File: src/rtl/add_sub_pkg.sv
// Shared definitions for the add_sub self-test: default operand width,
// BIST controller states and the layout of the {mode, b, a} test vector.
package add_sub_pkg;

  localparam int DATA_W_DEF = 4;

  typedef enum logic [1:0] {
    IDLE   = 2'd0,
    SETTLE = 2'd1,
    CHECK  = 2'd2,
    DONE   = 2'd3
  } state_t;

  // Test vector layout: a in the low bits, b above it, mode on top.
  localparam int A_OFS = 0;

  function automatic int b_ofs(input int w);
    return w;
  endfunction

  function automatic int mode_ofs(input int w);
    return 2 * w;
  endfunction

  function automatic int vec_w(input int w);
    return 2 * w + 1;
  endfunction

endpackage

File: src/rtl/add_sub_golden.sv
// Reference model of the add_sub adder/subtractor.
// Ports:
//   a, b  : DATA_W-bit operands
//   mode  : 0 = add, 1 = subtract
//   sum   : DATA_W-bit truncated result
//   cout  : carry out; in subtract mode 1 means no borrow (a >= b)
module add_sub_golden
  import add_sub_pkg::*;
#(
  parameter int DATA_W = DATA_W_DEF
) (
  input  logic [DATA_W-1:0] a,
  input  logic [DATA_W-1:0] b,
  input  logic              mode,
  output logic [DATA_W-1:0] sum,
  output logic              cout
);

  logic [DATA_W-1:0] b_op;
  logic [DATA_W:0]   total;

  // Subtract is a + ~b + 1, so the carry-in is simply the mode bit.
  always_comb begin
    b_op  = mode ? ~b : b;
    total = {1'b0, a} + {1'b0, b_op} + {{DATA_W{1'b0}}, mode};
  end

  assign sum  = total[DATA_W-1:0];
  assign cout = total[DATA_W];

endmodule

File: src/rtl/add_sub_bist.sv
// Self-test initiator for add_sub. Walks every {mode, b, a} combination,
// holds each for SETTLE_CYCLES cycles, then compares add_sub's response
// against add_sub_golden and accumulates the result.
// Ports:
//   clk, rst          : clock, synchronous active-high reset
//   start             : one-cycle run request (honoured in IDLE or DONE)
//   dut_a/b/mode      : registered stimulus to add_sub
//   dut_sum/cout      : add_sub response, sampled only in CHECK
//   busy, done, pass  : run status; pass valid while done
//   err_count         : mismatching vectors, saturating
//   first_fail_vec    : {mode, b, a} of the first mismatch, 0 if none
module add_sub_bist
  import add_sub_pkg::*;
#(
  parameter int DATA_W        = DATA_W_DEF,
  parameter int SETTLE_CYCLES = 1
) (
  input  logic                  clk,
  input  logic                  rst,
  input  logic                  start,
  output logic [DATA_W-1:0]     dut_a,
  output logic [DATA_W-1:0]     dut_b,
  output logic                  dut_mode,
  input  logic [DATA_W-1:0]     dut_sum,
  input  logic                  dut_cout,
  output logic                  busy,
  output logic                  done,
  output logic                  pass,
  output logic [2*DATA_W:0]     err_count,
  output logic [2*DATA_W:0]     first_fail_vec
);

  localparam int VEC_W    = vec_w(DATA_W);
  localparam int B_OFS    = b_ofs(DATA_W);
  localparam int MODE_OFS = mode_ofs(DATA_W);
  localparam int CNT_W    = (SETTLE_CYCLES > 1) ? $clog2(SETTLE_CYCLES) : 1;
  localparam logic [CNT_W-1:0] SETTLE_LAST = CNT_W'(SETTLE_CYCLES - 1);

  state_t             state, state_nxt;
  logic [VEC_W-1:0]   vec, vec_nxt;
  logic [CNT_W-1:0]   settle_cnt, settle_cnt_nxt;
  logic               busy_nxt, done_nxt, pass_nxt;
  logic [VEC_W-1:0]   err_nxt, ffv_nxt;
  logic [DATA_W-1:0]  exp_sum;
  logic               exp_cout;
  logic               mismatch;

  function automatic logic [VEC_W-1:0] sat_inc(input logic [VEC_W-1:0] x);
    return (&x) ? x : x + 1'b1;
  endfunction

  assign dut_a    = vec[A_OFS +: DATA_W];
  assign dut_b    = vec[B_OFS +: DATA_W];
  assign dut_mode = vec[MODE_OFS];

  add_sub_golden #(
    .DATA_W (DATA_W)
  ) u_golden (
    .a    (dut_a),
    .b    (dut_b),
    .mode (dut_mode),
    .sum  (exp_sum),
    .cout (exp_cout)
  );

  assign mismatch = (dut_sum != exp_sum) || (dut_cout != exp_cout);

  // ---- next-state / result update ----
  always_comb begin
    state_nxt      = state;
    vec_nxt        = vec;
    settle_cnt_nxt = settle_cnt;
    busy_nxt       = busy;
    done_nxt       = done;
    pass_nxt       = pass;
    err_nxt        = err_count;
    ffv_nxt        = first_fail_vec;
    case (state)
      IDLE, DONE: begin
        if (start) begin
          vec_nxt        = '0;
          settle_cnt_nxt = '0;
          err_nxt        = '0;
          ffv_nxt        = '0;
          done_nxt       = 1'b0;
          pass_nxt       = 1'b0;
          busy_nxt       = 1'b1;
          state_nxt      = SETTLE;
        end
      end
      SETTLE: begin
        if (settle_cnt == SETTLE_LAST) begin
          state_nxt = CHECK;
        end else begin
          settle_cnt_nxt = settle_cnt + 1'b1;
        end
      end
      CHECK: begin
        if (mismatch) begin
          err_nxt = sat_inc(err_count);
          if (err_count == '0) begin
            ffv_nxt = vec;
          end
        end
        if (&vec) begin
          state_nxt = DONE;
          busy_nxt  = 1'b0;
          done_nxt  = 1'b1;
          // err_count saturates, so zero here really means no earlier miss.
          pass_nxt  = (err_count == '0) && !mismatch;
        end else begin
          vec_nxt        = vec + 1'b1;
          settle_cnt_nxt = '0;
          state_nxt      = SETTLE;
        end
      end
      default: state_nxt = IDLE;
    endcase
  end

  // ---- state registers ----
  always_ff @(posedge clk) begin
    if (rst) begin
      state          <= IDLE;
      vec            <= '0;
      settle_cnt     <= '0;
      busy           <= 1'b0;
      done           <= 1'b0;
      pass           <= 1'b0;
      err_count      <= '0;
      first_fail_vec <= '0;
    end else begin
      state          <= state_nxt;
      vec            <= vec_nxt;
      settle_cnt     <= settle_cnt_nxt;
      busy           <= busy_nxt;
      done           <= done_nxt;
      pass           <= pass_nxt;
      err_count      <= err_nxt;
      first_fail_vec <= ffv_nxt;
    end
  end

endmodule

File: config.mk
export PLATFORM = sky130hd
export DESIGN_NAME = add_sub_bist
export DESIGN_NICKNAME = d
export VERILOG_FILES = /design/src/rtl/add_sub_pkg.sv /design/src/rtl/add_sub_golden.sv /design/src/rtl/add_sub_bist.sv
export SDC_FILE = /design/constraint.sdc
export NUM_CORES = 1
export LEC_CHECK = 0
export CAP_MARGIN = 5
export CORE_ASPECT_RATIO = 1.5
export CORE_MARGIN = 2
export CORE_UTILIZATION = 51
export DETAILED_ROUTE_END_ITERATION = 6
export PLACE_DENSITY = 0.86
export SYNTH_ARGS = -nofsm -noshare
export SYNTH_HDL_FRONTEND = slang
export SYNTH_SLANG_ARGS = --single-unit
export TNS_END_PERCENT = 1
File: constraint.sdc
create_clock -name clk -period 4 [get_ports clk]
set_input_delay 0.8 -clock clk [delete_from_list [all_inputs] [get_ports clk]]
set_output_delay 0.8 -clock clk [all_outputs]
set_load 0.01 [all_outputs]
==> results of run 1 <==
[area by class of cell]
type | count | share of cell area
multi-input combinational | 168 | 0.470
timing repair buffer | 40 | 0.170
inverter | 8 | 0.0130
sequential | 32 | 0.278
tap | 42 | 0.0228
clock inverter | 2 | 0.0152
clock buffer | 6 | 0.0314
[per-stage QoR]
step	hold WS [ns]	utilization	power, mW	setup WS [ns]
final	0.476	0.676	0.971	0.831
after global routing	0.515	0.676	1.02	0.659
after CTS	0.478	0.676	0.970	0.844
after detailed placement	0.470	0.644	0.667	0.867
after global placement	0.469	0.644	0.660	0.915
after floorplan	0.479	-	0.623	1.16
[worst reg2reg max path, delay by kind of cell (launching register included)]
| family | cells | cell delay (ns) |
|---|---|---|
| and+or+nand+nor | 2 | 0.69 |
| buffers and inverters | 1 | 0.09 |
| adders and majority gates | 1 | 0.47 |
| DFF | 1 | 0.53 |
| xor gates and xnor gates | 2 | 0.38 |
| AOI/OAI and AO/OA | 2 | 0.91 |
[state kept, by name (all words and copies together) (netlist names)]
| name | flops |
|---|---|
| first_fail_vec | 9 |
| err_count | 9 |
| busy | 1 |
| vec | 9 |
| state | 2 |
| done | 1 |
| pass | 1 |
[kinds of logic (layout without fill, tap and decap cells)]
group           Yosys count  in the layout  share of synthesized area
simple gates             81             81                      0.226
flops                    32             32                      0.349
compound gates           59             59                      0.194
fa+ha+maj                12             12                     0.0859
xor+xnor                 15             15                     0.0798
mux                       1              1                    0.00546
buf+inv                  20             56                     0.0593
[per-layer routing]
layer	share of wire	track usage	vias up
li1	-	-	868
met1	0.38	0.248	820
met2	0.52	0.403	76
met3	0.059	0.0519	17
met4	0.039	0.154	0
met5	0	0	-
[worst min path at each step]
stage / startpoint / to / slack (ns) / cells past startpoint
finish: first_fail_vec[5]$_SDFFE_PP0P_ / first_fail_vec[5]$_SDFFE_PP0P_ / 0.48 / 2
floorplan: state[1]$_SDFFE_PP0P_ / state[1]$_SDFFE_PP0P_ / 0.48 / 2
global placement: first_fail_vec[4]$_SDFFE_PP0P_ / first_fail_vec[4]$_SDFFE_PP0P_ / 0.47 / 2
global route: first_fail_vec[7]$_SDFFE_PP0P_ / first_fail_vec[7]$_SDFFE_PP0P_ / 0.51 / 2
CTS: first_fail_vec[5]$_SDFFE_PP0P_ / first_fail_vec[5]$_SDFFE_PP0P_ / 0.48 / 2
detailed placement: first_fail_vec[5]$_SDFFE_PP0P_ / first_fail_vec[5]$_SDFFE_PP0P_ / 0.47 / 2
[where the power goes]
part	switching (mW)	internal, mW	leakage, nW
clock network	0.119	0.185	0.0552
logic	0.221	0.0935	0.495
registers	0.0186	0.335	0.259
total	0.358	0.613	0.808
[placed cells by master, fill, tap and decap left out, drive strengths merged, types with 8 or more instances in the layout]
master         netlist  layout
o21ai               18      18
clkdlybuf4s50        0      37
a21oi               25      25
nand2               20      20
xor2                 8       8
nor2                17      17
nand3               10      10
dfxtp               32      32
ha                  11      11
nand4               14      14
==> impl_metrics.json, run 1 <==
{
  "slowest_stage": "o31ai_4",
  "seq_area_um2": 641,
  "initial_utilization": 0.537,
  "syn-num-nets": 240,
  "grt_pass1_wl_um": 7320,
  "crit_required_ns": 4.19,
  "fin_skew_ns": 0.00595,
  "die_y_um": 77.5,
  "slowest_delay_ns": 0.68,
  "routed_wl_um": 4550,
  "max_freq_mhz": 316,
  "clock-root-buffer": "clkbuf_8",
  "ctsHoldBuffers": 0,
  "area_growth_pct": 25.9,
  "numCtsBuffers": 5,
  "place_area_um2": 2200,
  "synth-main-ff-cell": "dfxtp_1",
  "synth_commonest_cells": "dfxtp_1, a21oi_1, nand2_1, nor2_1, nand4_1",
  "worstSetupPathDepth": 8,
  "drc_errors": 0,
  "wire_per_inst_um": 15.3,
  "slew_violations": 0,
  "vias_per_cell": 5.98,
  "pwr_density_cell_nw_per_um2": 421,
  "fp.dieArea_um2": 4100,
  "n_fill_cell": 289,
  "drtPass1Iterations": 4,
  "r2r_start": "vec[8]$_SDFFE_PP0P_",
  "netlist_top_cells_area": "dfxtp_1, ha_1, a21oi_1",
  "ctsLongestPathBuffers": 2,
  "cts_setup_buffers": 0,
  "core.rowCount": 26,
  "drt_iter0_markers": 66,
  "crit_path_end_kind": "flip-flop",
  "core_area_um2": 3420,
  "ys_warn_count": 0,
  "insertion_delay_ns": 0.29,
  "max-vdd-ir-drop_uv": 332,
  "synthesis.instances": 220,
  "final_area_um2": 2310,
  "grt_pass1_vias": 1675,
  "synthArstFlopShare": 0,
  "crit_start": "vec[8]$_SDFFE_PP0P_",
  "portBuffers": 37,
  "multi_input_area_um2": 1080,
  "cp.arrival_ns": 3.36,
  "dieWidth_um": 53.0,
  "r2r-end": "err_count[3]$_SDFFE_PP0P_",
  "cp_max_fo": 21,
  "grt_max_degree": 30,
  "clkTransAtPathRegs_ns": 0.06,
  "diodes": 0,
  "run_status": "finished, final reports clean",
  "tns_ns": 0,
  "hold_violations": 0,
  "antenna_found_initial": 0,
  "cts_resized": 0,
  "syn-mean-instance-area_um2": 8.34,
  "slew_headroom": 0.516,
  "final_cells": 298,
  "grt_util_all_layers": 0.236,
  "path_class": "flip-flop to flip-flop",
  "syn_area_um2": 1830,
  "ant_nets": 0,
  "critPathTopFamily": "compound AO/OA/AOI/OAI gates",
  "period_needed_ns": 3.17,
  "start_kind": "flip-flop",
  "place_inst": 290,
  "clock-sinks": 32,
  "synth_top_area_frac": 0.349,
  "synth.most_common_cell": "dfxtp_1",
  "tightest_slew_ns": 0.727,
  "cts_tree": "built",
  "hold_path.class": "flip-flop to flip-flop",
  "fin_nets": 275,
  "routabilityCongestion": 0.835,
  "yosysTopAreaCell": "dfxtp_1",
  "cap_violations": 0,
  "vias": 1781,
  "yosysSeqAreaShare": 0.349,
  "critPathBufInv": 1,
  "yosysUniqueCellTypes": 40,
  "r2r_setup_slack_ns": 0.83,
  "path_cells": "xor2_1 > inv_1 > fa_1 > xnor2_1 > or4_4 > o31ai_4 > nand2_1 > a31oi_1",
  "synth_edf_count": 0,
  "crit_end": "err_count[3]$_SDFFE_PP0P_",
  "synth_seq_cells": 32,
  "fin_crit_sh": 0.792,
  "rr_worst_depth": 8,
  "hpwl_um": 3180,
  "rsz0062_at_grt": "no",
  "cellLeakagePower_nw": 0.808,
  "drive_above_1_share": 0.0586,
  "overflow": 0,
  "setup_viol": 0,
  "num_io_pins": 38,
  "htreeDepth": 2
}
No activity file was read; power rests on OpenSTA's default activity.
==> run 2, diff against run 1 <==
==> constraint.sdc (replaced) <==
create_clock -name clk -period 3.1 [get_ports clk]
set_input_delay 0.62 -clock clk [delete_from_list [all_inputs] [get_ports clk]]
set_output_delay 0.62 -clock clk [all_outputs]
set_load 0.01 [all_outputs]
==> impl_metrics.json, run 2 (synthesis gave the netlist of run 1 again) <==
{
  "dp_slack_ns": 0.170,
  "clockPowerShare": 0.313,
  "routed_wl_um": 4580,
  "cp_max_fo": 15,
  "vias": 1817,
  "antenna_found_initial": 0,
  "drive_above_1_share": 0.0913,
  "grt_max_degree": 29,
  "cts_resized": 0,
  "setup_viol": 0,
  "hold_violations": 0,
  "run_status": "finished, final reports clean",
  "pwr_density_cell_nw_per_um2": 546,
  "place_inst": 297,
  "p_seq_frac": 0.348,
  "p_int_uw": 820,
  "hpwl_um": 3260,
  "core_area_um2": 3420,
  "initial_utilization": 0.537,
  "cp.arrival_ns": 3.08,
  "drtPass1Iterations": 5,
  "p_sw_uw": 472,
  "rsz0062_at_grt": "no",
  "cts_setup_buffers": 0,
  "overflow": 0,
  "drt_iter0_markers": 71,
  "max-vdd-ir-drop_uv": 481,
  "clkTransAtPathRegs_ns": 0.07,
  "fin_crit_sh": 0.939,
  "r2r_setup_slack_ns": 0.19,
  "top_usage_layer": "met2",
  "grtUsageMet3": 0.0404,
  "htreeDepth": 2,
  "finalWorstSetupSlack_ns": 0.188,
  "slew_headroom": 0.624,
  "routabilityCongestion": 0.864,
  "cap_violations": 0,
  "cellLeakagePower_nw": 0.843,
  "hold_path.class": "flip-flop to flip-flop",
  "clock-root-buffer": "clkbuf_8",
  "insertion_delay_ns": 0.29,
  "fin_skew_ns": 0.00365,
  "grtUsageMet2": 0.448,
  "ctsHoldBuffers": 0,
  "max_freq_mhz": 343,
  "grt_util_all_layers": 0.253,
  "fp.dieArea_um2": 4100,
  "final_cell_mix": "clkdlybuf4s50_1, dfxtp_1, a21oi_1",
  "comb_power_share": 0.339,
  "clock-sinks": 32,
  "swShare": 0.365,
  "tns_ns": 0,
  "vias_per_cell": 5.96,
  "grt_pass1_vias": 1715,
  "tightest_slew_ns": 0.565,
  "gr-usage-met1": 0.275,
  "reg_top3": "err_count x9, first_fail_vec x9, vec x9",
  "portBuffers": 37,
  "area_growth_pct": 29.0,
  "crit_path_end_kind": "flip-flop",
  "ant_nets": 0,
  "grt_pass1_wl_um": 7740,
  "diodes": 0,
  "die_y_um": 77.5,
  "wire_per_inst_um": 15.0,
  "numCtsBuffers": 5,
  "layout_commonest_cell": "clkdlybuf4s50_1",
  "final_cells": 305,
  "fin_nets": 282,
  "core.rowCount": 26,
  "drc_errors": 0,
  "cts_tree": "built",
  "crit_required_ns": 3.26,
  "hold_slack_ns": 0.480,
  "start_kind": "flip-flop",
  "num_io_pins": 38,
  "slew_violations": 0,
  "ctsLongestPathBuffers": 2,
  "path_class": "flip-flop to flip-flop",
  "period_needed_ns": 2.91,
  "dieWidth_um": 53.0
}
==> run 2: metrics by stage <==
step,cell area (um^2),utilization,total power [mW]
2_1_floorplan,1830,-,0.804
3_3_place_gp,2250,0.660,0.878
3_5_place_dp,2250,0.660,0.890
4_1_cts,2360,0.692,1.29
5_1_grt,2370,0.693,1.36
6_report,2370,0.693,1.29
==> run 2: worst max-delay path, cell delays in order (launching register included) <==
cell and delay (ns):
dfxtp_1 0.50, xor2_1 0.23, inv_1 0.08, fa_1 0.47
xnor2_1 0.14, or4_4 0.54, o31a_2 0.49, a31oi_1 0.25
a311oi_2 0.07
==> run 2: area by class of cell <==
cell class | instances | area, um^2
clock buffers | 5 | 68.8
clock inverters | 3 | 42.5
fillers | 277 | 1050
inverters | 8 | 30.0
multi-input cells | 168 | 1090
flip-flops and latches | 32 | 641
well taps | 42 | 52.6
repair buffers | 47 | 445
==> run 2: power by group through the flow <==
| stage | registers, mW | logic, mW | clock network, mW |
|---|---|---|---|
| 2_1_floorplan | 0.463 | 0.341 | 0 |
| 3_3_place_gp | 0.458 | 0.420 | 0 |
| 3_5_place_dp | 0.459 | 0.431 | 0 |
| 4_1_cts | 0.450 | 0.434 | 0.406 |
| 5_1_grt | 0.454 | 0.488 | 0.421 |
| 6_report | 0.450 | 0.438 | 0.404 |
==> run 2: final timing paths <==
kind,endpoint,start,cells after the start
worst max-delay path,err_count[0]$_SDFFE_PP0P_,vec[8]$_SDFFE_PP0P_,8
worst max register to register,err_count[0]$_SDFFE_PP0P_,vec[8]$_SDFFE_PP0P_,8
worst min register to register,first_fail_vec[7]$_SDFFE_PP0P_,first_fail_vec[7]$_SDFFE_PP0P_,2
worst min-delay path,first_fail_vec[7]$_SDFFE_PP0P_,first_fail_vec[7]$_SDFFE_PP0P_,2
==> run 2: metal layers <==
layer / vias up / routed length (um)
met4: 0 / 164
li1: 884 / -
met3: 13 / 225
met1: 852 / 1770
met5: - / 0
met2: 68 / 2420
==> run 3, diff against run 2 <==
==> constraint.sdc (replaced) <==
create_clock -name clk -period 3.1 [get_ports clk]
set_input_delay 0.775 -clock clk [delete_from_list [all_inputs] [get_ports clk]]
set_output_delay 0.775 -clock clk [all_outputs]
set_load 0.01 [all_outputs]
==> impl_metrics.json, run 3 (synthesis gave the netlist of run 1 again) <==
{
  "run_status": "finished, final reports clean",
  "clkTransAtPathRegs_ns": 0.07,
  "max-vdd-ir-drop_uv": 375,
  "pwr_density_cell_nw_per_um2": 543,
  "grt_max_degree": 29,
  "grt_pass1_vias": 1675,
  "start_kind": "flip-flop",
  "hold_violations": 0,
  "insertion_delay_ns": 0.28,
  "portBuffers": 37,
  "rsz0062_at_grt": "yes",
  "hold_slack_ns": 0.478,
  "finalPower_mw": 1.28,
  "max_freq_mhz": 345,
  "crit_required_ns": 3.26,
  "clock-sinks": 32,
  "antenna_found_initial": 0,
  "fp.dieArea_um2": 4100,
  "setup_viol": 0,
  "layout_commonest_cell": "clkdlybuf4s50_1",
  "vias_per_cell": 5.88,
  "finalWorstSetupSlack_ns": 0.201,
  "cts_setup_buffers": 0,
  "cts_tree": "built",
  "slew_headroom": 0.624,
  "area_growth_pct": 28.8,
  "cap_violations": 0,
  "tightest_slew_ns": 0.565,
  "slew_violations": 0,
  "multi_input_area_um2": 1090,
  "drtPass1Iterations": 4,
  "hpwl_um": 3120,
  "core.rowCount": 26,
  "numCtsBuffers": 5,
  "grt_util_all_layers": 0.241,
  "overflow": 0,
  "clock-root-buffer": "clkbuf_8",
  "ant_nets": 0,
  "fin_nets": 282,
  "seq_area_um2": 641,
  "ctsHoldBuffers": 0,
  "vias": 1793,
  "fin_skew_ns": 0.00525,
  "cp_max_fo": 15,
  "diodes": 0,
  "wire_per_inst_um": 14.4,
  "core_area_um2": 3420,
  "hold_path.class": "flip-flop to flip-flop",
  "final_cell_mix": "clkdlybuf4s50_1, dfxtp_1, a21oi_1",
  "routabilityCongestion": 0.779,
  "final_util": 0.692,
  "path_class": "flip-flop to flip-flop",
  "drt_iter0_markers": 88,
  "num_io_pins": 38,
  "fin_crit_sh": 0.935,
  "dieWidth_um": 53.0,
  "reg_top3": "err_count x9, first_fail_vec x9, vec x9",
  "initial_utilization": 0.537,
  "tns_ns": 0,
  "cellLeakagePower_nw": 0.844,
  "crit_path_end_kind": "flip-flop",
  "drive_above_1_share": 0.0875,
  "drc_errors": 0,
  "n_fill_cell": 279,
  "ctsLongestPathBuffers": 2,
  "cp.arrival_ns": 3.05,
  "period_needed_ns": 2.90,
  "htreeDepth": 2,
  "grt_pass1_wl_um": 7460,
  "die_y_um": 77.5,
  "dp_slack_ns": 0.112,
  "routed_wl_um": 4390
}
==> run 3: cell count changes in the layout (fill, tap and decap cells not counted), sizes merged <==
cell      delta
clkbuf       +1
clkinvlp     -1
==> run 3: through the flow <==
stage                     cell area (um^2)  std cells
final                                 2360        305
after global routing                  2360        305
after CTS                             2360        305
after detailed placement              2250        297
after global placement                2250        297
after floorplan                       1830        220
==> run 3: critical path: stages, from the launching register on <==
cell      delay, ns
dfxtp_1        0.52
xor2_1         0.23
inv_1          0.08
fa_1           0.47
xnor2_1        0.14
or4_4          0.55
o31a_2         0.49
a31oi_1        0.23
a311oi_2       0.06
==> run 3: power breakdown <==
| group | total (mW) | internal (mW) | switching (mW) |
|---|---|---|---|
| sequential | 0.451 | 0.432 | 0.0188 |
| combinational | 0.441 | 0.151 | 0.290 |
| clock | 0.392 | 0.238 | 0.153 |
==> run 3: timing repair <==
item                       in CTS  in global routing
hold endpoints to repair        0                  0
resized for setup               0                  1
setup endpoints to repair       0                  3
==> run 3: worst paths after layout <==
| kind | startpoint | endpoint | slack, ns | cells after the start |
|---|---|---|---|---|
| hold / removal | first_fail_vec[6]$_SDFFE_PP0P_ | first_fail_vec[6]$_SDFFE_PP0P_ | 0.48 | 2 |
| setup reg to reg | vec[8]$_SDFFE_PP0P_ | err_count[0]$_SDFFE_PP0P_ | 0.20 | 8 |
| setup / recovery | vec[8]$_SDFFE_PP0P_ | err_count[0]$_SDFFE_PP0P_ | 0.20 | 8 |
| hold reg to reg | first_fail_vec[6]$_SDFFE_PP0P_ | first_fail_vec[6]$_SDFFE_PP0P_ | 0.48 | 2 |
==> run 3: area by class of cell <==
class                      instances  area share
clock buffer                       6      0.0307
clock inverter                     2      0.0148
inverter                           8      0.0127
multi-input combinational        168       0.460
sequential                        32       0.271
tap                               42      0.0222
timing repair buffer              47       0.189
==> run 3: per-layer routing <==
metal / wire [um] / global-route usage
met1: 1800 / 0.291
met2: 2270 / 0.401
met3: 212 / 0.0423
met4: 109 / 0.113
met5: 0 / 0
